### config.mk
export PLATFORM = sky130hd
export DESIGN_NAME = host_wb_writer
export DESIGN_NICKNAME = d
export VERILOG_FILES = /design/src/rtl/host_wb_writer.sv
export SDC_FILE = /design/constraint.sdc
export NUM_CORES = 1
export LEC_CHECK = 0
export ABC_AREA = 1
export BUFFER_PORTS_ARGS = -buffer_cell sky130_fd_sc_hd__buf_2
export CORE_MARGIN = 2
export CORE_UTILIZATION = 33
export CTS_CLUSTER_DIAMETER = 40
export DETAILED_ROUTE_END_ITERATION = 8
export PLACE_DENSITY_LB_ADDON = 0.3
export SLEW_MARGIN = 10
export SYNTH_ARGS = -nofsm -noshare
export SYNTH_HDL_FRONTEND = slang
export SYNTH_SLANG_ARGS = --single-unit
### constraint.sdc
create_clock -name clk_i -period 1.5 [get_ports clk_i]
set_input_delay 0.225 -clock clk_i [delete_from_list [all_inputs] [get_ports clk_i]]
set_output_delay 0.225 -clock clk_i [all_outputs]
set_load 0.01 [all_outputs]
### src/rtl/host_wb_writer.sv
`default_nettype none
// ============================================================================
// Module   : host_wb_writer
// Brief    : Wishbone classic single-write master fed by a valid/ready stream
//            of address/data pairs; latches bus errors/timeouts and drains a
//            failed load so the upstream assembler never stalls.
// Revision : 1.0 - initial release
// ============================================================================
module host_wb_writer #(
    parameter int unsigned TIMEOUT = 255
) (
    input  logic        clk_i,
    input  logic        rst_i,
    input  logic        req_valid_i,
    output logic        req_ready_o,
    input  logic [31:0] req_adr_i,
    input  logic [31:0] req_dat_i,
    input  logic        req_last_i,
    output logic [31:0] wbm_adr_o,
    output logic [31:0] wbm_dat_o,
    output logic [3:0]  wbm_sel_o,
    output logic        wbm_we_o,
    output logic        wbm_cyc_o,
    output logic        wbm_stb_o,
    output logic [2:0]  wbm_cti_o,
    output logic [1:0]  wbm_bte_o,
    input  logic        wbm_ack_i,
    input  logic        wbm_err_i,
    output logic        done_o,
    output logic        err_o,
    output logic [1:0]  err_code_o,
    input  logic        err_clr_i,
    output logic [15:0] wr_count_o
);

    typedef enum logic [1:0] {
        ST_IDLE  = 2'd0,
        ST_BUS   = 2'd1,
        ST_FLUSH = 2'd2
    } state_t;

    localparam logic [15:0] C_WAIT_LAST = 16'(TIMEOUT - 1);
    localparam logic [1:0]  C_CODE_ERR  = 2'b01;
    localparam logic [1:0]  C_CODE_TO   = 2'b10;

    state_t      r_state;
    state_t      w_next;
    logic [31:0] r_adr;
    logic [31:0] r_dat;
    logic        r_last;
    logic [15:0] r_wait;
    logic        r_done;
    logic        r_err;
    logic [1:0]  r_code;
    logic [15:0] r_cnt;

    logic w_accept;
    logic w_clr;
    logic w_err_eff;
    logic w_bus_ack;
    logic w_bus_err;
    logic w_bus_to;
    logic w_bus_fail;

    assign req_ready_o = !rst_i && (r_state != ST_BUS);
    assign w_accept    = req_valid_i && req_ready_o;
    // A clear arriving with an accept must let that pair through.
    assign w_clr       = (r_state == ST_IDLE) && err_clr_i;
    assign w_err_eff   = r_err && !w_clr;
    assign w_bus_err   = (r_state == ST_BUS) && wbm_err_i;
    assign w_bus_ack   = (r_state == ST_BUS) && wbm_ack_i && !wbm_err_i;
    assign w_bus_to    = (r_state == ST_BUS) && !wbm_ack_i && !wbm_err_i
                         && (r_wait == C_WAIT_LAST);
    assign w_bus_fail  = w_bus_err || w_bus_to;

    always_ff @(posedge clk_i) begin
        if (rst_i) begin
            r_state <= ST_IDLE;
        end else begin
            r_state <= w_next;
        end
    end

    always_comb begin
        w_next = r_state;
        case (r_state)
            ST_IDLE: begin
                if (w_accept && !w_err_eff) begin
                    w_next = ST_BUS;
                end
            end
            ST_BUS: begin
                if (w_bus_ack) begin
                    w_next = ST_IDLE;
                end else if (w_bus_fail) begin
                    w_next = r_last ? ST_IDLE : ST_FLUSH;
                end
            end
            ST_FLUSH: begin
                if (w_accept && req_last_i) begin
                    w_next = ST_IDLE;
                end
            end
            default: w_next = ST_IDLE;
        endcase
    end

    always_ff @(posedge clk_i) begin
        if (rst_i) begin
            r_adr  <= '0;
            r_dat  <= '0;
            r_last <= 1'b0;
            r_wait <= '0;
            r_done <= 1'b0;
            r_err  <= 1'b0;
            r_code <= 2'b00;
            r_cnt  <= '0;
        end else begin
            r_done <= 1'b0;
            if (w_clr) begin
                r_err  <= 1'b0;
                r_code <= 2'b00;
            end
            case (r_state)
                ST_IDLE: begin
                    if (w_accept && !w_err_eff) begin
                        r_adr  <= req_adr_i;
                        r_dat  <= req_dat_i;
                        r_last <= req_last_i;
                        r_wait <= '0;
                    end
                end
                ST_BUS: begin
                    r_wait <= r_wait + 16'd1;
                    if (w_bus_ack) begin
                        r_cnt  <= r_cnt + 16'd1;
                        r_done <= r_last;
                    end else if (w_bus_fail) begin
                        r_done <= r_last;
                        if (!r_err) begin
                            r_err  <= 1'b1;
                            r_code <= w_bus_err ? C_CODE_ERR : C_CODE_TO;
                        end
                    end
                end
                ST_FLUSH: begin
                    if (w_accept && req_last_i) begin
                        r_done <= 1'b1;
                    end
                end
                default: ;
            endcase
        end
    end

    assign wbm_adr_o  = r_adr;
    assign wbm_dat_o  = r_dat;
    assign wbm_sel_o  = 4'hF;
    assign wbm_we_o   = 1'b1;
    assign wbm_cyc_o  = (r_state == ST_BUS);
    assign wbm_stb_o  = (r_state == ST_BUS);
    assign wbm_cti_o  = 3'b000;
    assign wbm_bte_o  = 2'b00;
    assign done_o     = r_done;
    assign err_o      = r_err;
    assign err_code_o = r_code;
    assign wr_count_o = r_cnt;

endmodule
`default_nettype wire
---- Yosys cells after proc, flatten, opt, wreduce, memory -nomap -nowiden ----
Index checks and enable logic that the tools add are counted.
word-level totals
  register bits after elaboration ......... 103
  bits of input ports ..................... 71
cells by class
  add/subtract/negate cells ............... 2
  equal/unequal tests ..................... 7
  muxes and demuxes ....................... 23
  reduce and logical (&&, ||, !) cells .... 24
operators by type and width
  operator                                                                  number
  16-bit by 1-bit adder with 16-bit output (second input constant)          2
  16-bit one-hot mux with 2 select lines                                    1
  2-bit two-way mux                                                         11
  16-bit by 8-bit equality test with 1-bit output (second input constant)   1
  16-bit two-way mux                                                        1
  1-bit logical AND                                                         12
  1-bit two-way mux                                                         8
  2-bit one-hot mux with 3 select lines                                     1
  2-bit AND reduction                                                       3
  1-bit logical NOT                                                         5
  2-bit by 1-bit inequality test with 1-bit output (second input constant)  2
  3-bit by 1-bit inequality test with 1-bit output (second input constant)  1
  3-bit AND reduction                                                       1
  2-bit by 1-bit equality test with 1-bit output (second input constant)    1
  2-bit equality test (second input constant)                               1
  2-bit logical NOT                                                         1
  2-bit inequality test (second input constant)                             1
  1-bit one-hot mux with 2 select lines                                     1
  2-bit nonzero test                                                        1
  1-bit logical OR                                                          1

---- Logic depth before layout (Yosys ltp) ----
  word-level depth ........................ 8
  gate-level depth with buffers ........... 12
  gate-level depth less buffers ........... 12

---- Worst setup path after synthesis ----
No wires, ideal clock.
  path type ............................... reg2reg
  start point ............................. register r_state[1]
  end point ............................... register r_last
  library setup time ...................... 0.119 ns
  arrival ................................. 1.579 ns
  data required time ...................... 1.381 ns
  path slack .............................. -0.199 ns
  stages on the path, launching flop included .. 10
  path buffers ............................ 3
  clock period less this slack ............ 1.699 ns
  cells stage by stage .................... dfxtp_1 -> inv_1 -> ha_1 -> buf_6 -> nor2_4 -> nand4_4 -> buf_6 -> buf_6 -> o21ai_0 -> a21oi_1
RTL lines
  what                                              line  RTL
  from (decl)                                       46    state_t r_state;
  from (signal assigned)                            80    r_state <= w_next;
  2-bit by 1-bit inequality test with 1-bit output  65    assign req_ready_o = !rst_i && (r_state != ST_BUS);
  1-bit logical AND                                 65
  named net req_ready_o                             15    output logic req_ready_o,
  1-bit logical AND                                 66    assign w_accept = req_valid_i && req_ready_o;
  1-bit logical AND                                 126   if (w_accept && !w_err_eff) begin
  2-bit AND reduction (no line)                     n/a
  to (signal assigned)                              129   r_last <= req_last_i;
  to (decl)                                         50    logic r_last;
The timed path passes the listed nets, and every way through them passes these cells.
A chain may end at the register's enable or synchronous reset.

---- Worst setup path after layout ----
  start point ............................. register r_state[0]
  end point ............................... register r_wait[9]
between the ends
  longest elaborated chain between the ends .. 8
RTL lines
  what                                                        line     RTL
  2-bit logical NOT                                           68, 124
  1-bit logical AND                                           68       assign w_clr = (r_state == ST_IDLE) && err_clr_i;
  1-bit logical NOT                                           69       assign w_err_eff = r_err && !w_clr;
  1-bit logical AND                                           69
  1-bit logical NOT                                           126
  1-bit logical AND                                           126
  2-bit by 1-bit inequality test with 1-bit output (no line)  n/a
  2-bit AND reduction (no line)                               n/a
  to (signal assigned)                                        134      r_wait <= r_wait + 16'd1;
  to (decl)                                                   51       logic [15:0] r_wait;
Several ways; a longest one is shown, not always the timed one.

==> results.py <==
metrics = {
    "final_layout": {
        "syn_to_final_growth_pct": 37.1,
        "design_area_um2": 6390,
        "postLayoutCoreUtil_pct": 46.2,
        "mostFrequentLayoutCells": "buf_2 (157), inv_1 (109), dfxtp_1 (98), nand2_1 (85), a21oi_1 (79)",
        "num-nets-final": 895,
        "drive_gt1_share_pct": 36.1,
        "diodes": 0,
        "final_common_cell": "buf_2",
    },
    "yosys": {
        "synth_edf_count": 0,
        "synthFlopType": "dfxtp_1",
        "synth_top_cell_by_area": "dfxtp_1",
        "async_reset_ff_share_pct": 0,
        "synth.avg_cell_area_um2": 7.32,
        "synthCells": 637,
        "yosysTopAreaCellShare_pct": 44.2,
        "synthDistinctLibCells": 35,
        "synth-seq-cells": 103,
        "synth_area_um2": 4660,
        "synth.top_cells.by_area": "dfxtp_1 (44%), a21oi_1 (9.6%), inv_1 (9.2%)",
        "synth_warnings": 0,
        "ys_seq_area_share_pct": 44.2,
    },
    "timing": {
        "fin_crit_ps": 1530,
        "setup_viol": 12,
        "rsz0062_at_grt": "yes",
        "max_freq_ghz": 0.653,
        "fin_crit_sh_pct": 102,
        "tns_ps": -201,
        "hold_violations": 0,
        "clock_skew_ps": 6.27,
        "drv_slew": 0,
        "finalWorstSetupSlack_ps": -31.6,
    },
    "route": {
        "routed_wl_um": 11900,
        "drtPass1Iterations": 4,
        "drtIter0Drc": 276,
        "ant_nets": 0,
        "drcViolationCount": 0,
        "dr_total_vias": 4465,
        "via_per_inst": 4.46,
        "avgRoutedWirePerCell_um": 11.9,
    },
    "floorplanning": {
        "coreArea_um2": 13800,
        "die_area_um2": 15100,
        "row_count": 43,
        "start_util_pct": 33.7,
        "die_w_um": 123,
        "die_h_um": 123,
        "pin_count": 168,
    },
    "global_routing": {
        "grt_start_max_net_pins": 46,
        "overflow": 0,
        "track_usage_pct": 15.6,
        "grt_pass1_wl_um": 18800,
        "grt_pass1_vias": 3937,
        "antenna_found_initial": 0,
    },
    "place": {
        "gp_congestion": 0.812,
        "place_hpwl_um": 8440,
        "place_area_um2": 5730,
        "port-buffer-count": 157,
    },
    "power_and_ir_drop": {
        "ir_drop_mv": 0.730,
        "combPwrFrac_pct": 31.1,
        "p_switching_mw": 2.60,
        "power_leakage_nw": 2.83,
        "p_int_mw": 5.37,
        "power.share.switching_pct": 32.6,
        "pwr-share-seq_pct": 42.1,
        "power.density_nw_per_um2": 1250,
        "p_clk_share_pct": 26.8,
    },
    "setup_path": {
        "crit_type": "flip-flop to flip-flop",
        "arrival_ps": 1820,
        "cpLargestDelayFamily": "simple AND/OR/NAND/NOR gates",
        "cp.depth": 13,
        "cp.required_ps": 1790,
        "end_kind": "flip-flop",
        "crit_fanout": 7,
        "worst-path-buf-inv": 4,
        "cp_slowest_stage_delay_ps": 360,
        "critPathSlowestCell": "dfxtp_4",
        "cp-start-kind": "flip-flop",
        "crit_chain": "inv_4 > ha_4 > nand2_2 > nand2_2 > nand4_4 > buf_12 > nand2_8 > inv_4 > nor2_4 > nand2_1 > nand2_1 > inv_1 > nor2_1",
        "ff2ff_path_depth": 13,
    },
    "clocking": {
        "clk_pin_slew_ps": 70,
        "cts_tree": "yes",
        "cts_max_level": 3,
        "worstSkewPairLatency_ps": 340,
        "cts_root_buf": "clkbuf_16",
        "clock_sinks": 103,
        "cts_buffers": 9,
        "clockBufferDepth": 2,
    },
    "worst_hold_path": {
        "hp-class": "primary input to flip-flop",
        "hold_path_depth": 3,
    },
    "outcome": {
        "violations": "setup timing",
        "status": "finished, violations left",
    },
    "flow_run": {
        "cap_viol_max_count": 0,
    },
}
[flip-flops by register name, indices dropped and copies added (netlist names)]
| name | cells |
|---|---|
| r_wait | 16 |
| r_last | 1 |
| err_code_o | 2 |
| wr_count_o | 16 |
| err_o | 1 |
| r_state | 2 |
| wbm_dat_o | 32 |
| wbm_adr_o | 32 |
| done_o | 1 |
[power groups by stage]
stage               logic [mW]  registers, mW  clock network, mW
floorplan                 1.17           3.59                  0
global placement          2.12           3.39                  0
detailed placement        2.12           3.40                  0
CTS                       2.39           3.36               2.22
global route              2.75           3.42               2.32
finish                    2.48           3.36               2.13
[metal layers]
layer | share of wire, % | global-route usage [%] | wire length, µm | vias to the layer above
met5 | 0 | 0 | 0 | -
met4 | 1.8 | 4.74 | 210 | 0
met3 | 5.6 | 4.04 | 667 | 14
met2 | 47 | 25.9 | 5620 | 119
met1 | 45 | 19.8 | 5410 | 1976
li1 | - | - | - | 2356
[through the flow]
step	hold slack [ps]	setup slack, ps	cells	power [mW]
after CTS	128	-35.0	1001	7.97
after floorplan	295	-20.7	645	4.75
after global placement	428	-79.5	979	5.51
after global routing	132	-144	1002	8.49
final	137	-31.6	1002	7.97
after detailed placement	431	-128	979	5.52
[final cells by class]
class                      instances  area (µm²)
tap                              180         225
inverter                         116         445
sequential                       103        2070
timing repair buffer             196        1170
multi-input combinational        391        2210
clock inverter                     4        30.0
clock buffer                      12         236
fill                            1396        7430
[cells in the mapped netlist (2+ instances only)]
| cell type | n |
|---|---|
| dfxtp_1 | 103 |
| clkbuf_1 | 10 |
| buf_4 | 11 |
| inv_2 | 2 |
| nor2_4 | 2 |
| nand2_1 | 90 |
| nand2_2 | 3 |
| a21oi_1 | 89 |
| ha_1 | 7 |
| inv_1 | 114 |
| nor3b_1 | 3 |
| nand4_2 | 2 |
| nand4_1 | 4 |
| nor2_2 | 5 |
| o21ai_0 | 71 |
| o21ai_1 | 10 |
| nand3_1 | 18 |
| buf_6 | 12 |
| nor2_1 | 54 |
| nor3_1 | 10 |
| and3_1 | 2 |
| conb_1 | 2 |
[timing repair]
item / in CTS / in global routing
gates resized for setup: 40 / 79
cloned: 2 / 0
buffers inserted: 4 / 2
setup endpoints to repair: 86 / 97
pin swaps: 7 / 5
hold buffers: 0 / 0
[worst paths after layout]
check / startpoint / slack [ps] / endpoint
setup / recovery: r_state[0]$_SDFFE_PP0P_ / -30 / r_wait[9]$_SDFFE_PP0P_
hold / removal: req_adr_i[8] / 140 / wbm_adr_o[8]$_SDFFE_PP0P_
setup reg to reg: r_state[0]$_SDFFE_PP0P_ / -30 / r_wait[9]$_SDFFE_PP0P_
hold reg to reg: wbm_dat_o[1]$_SDFFE_PP0P_ / 440 / wbm_dat_o[1]$_SDFFE_PP0P_
[tightest hold or removal path, cell delays in order]
cell	delay, ps
buf_2	90
o21ai_2	60
a21oi_2	80
[cells by family after synthesis]
logic type / after synthesis / synth area share, %
compound gates: 172 / 18.5
fa+ha+maj: 7 / 1.88
buf+inv: 152 / 15.4
flops: 103 / 44.2
mux: 1 / 0.242
other cells: 2 / 0.161
simple gates: 200 / 19.6
(Power assumes the default switching activity.)
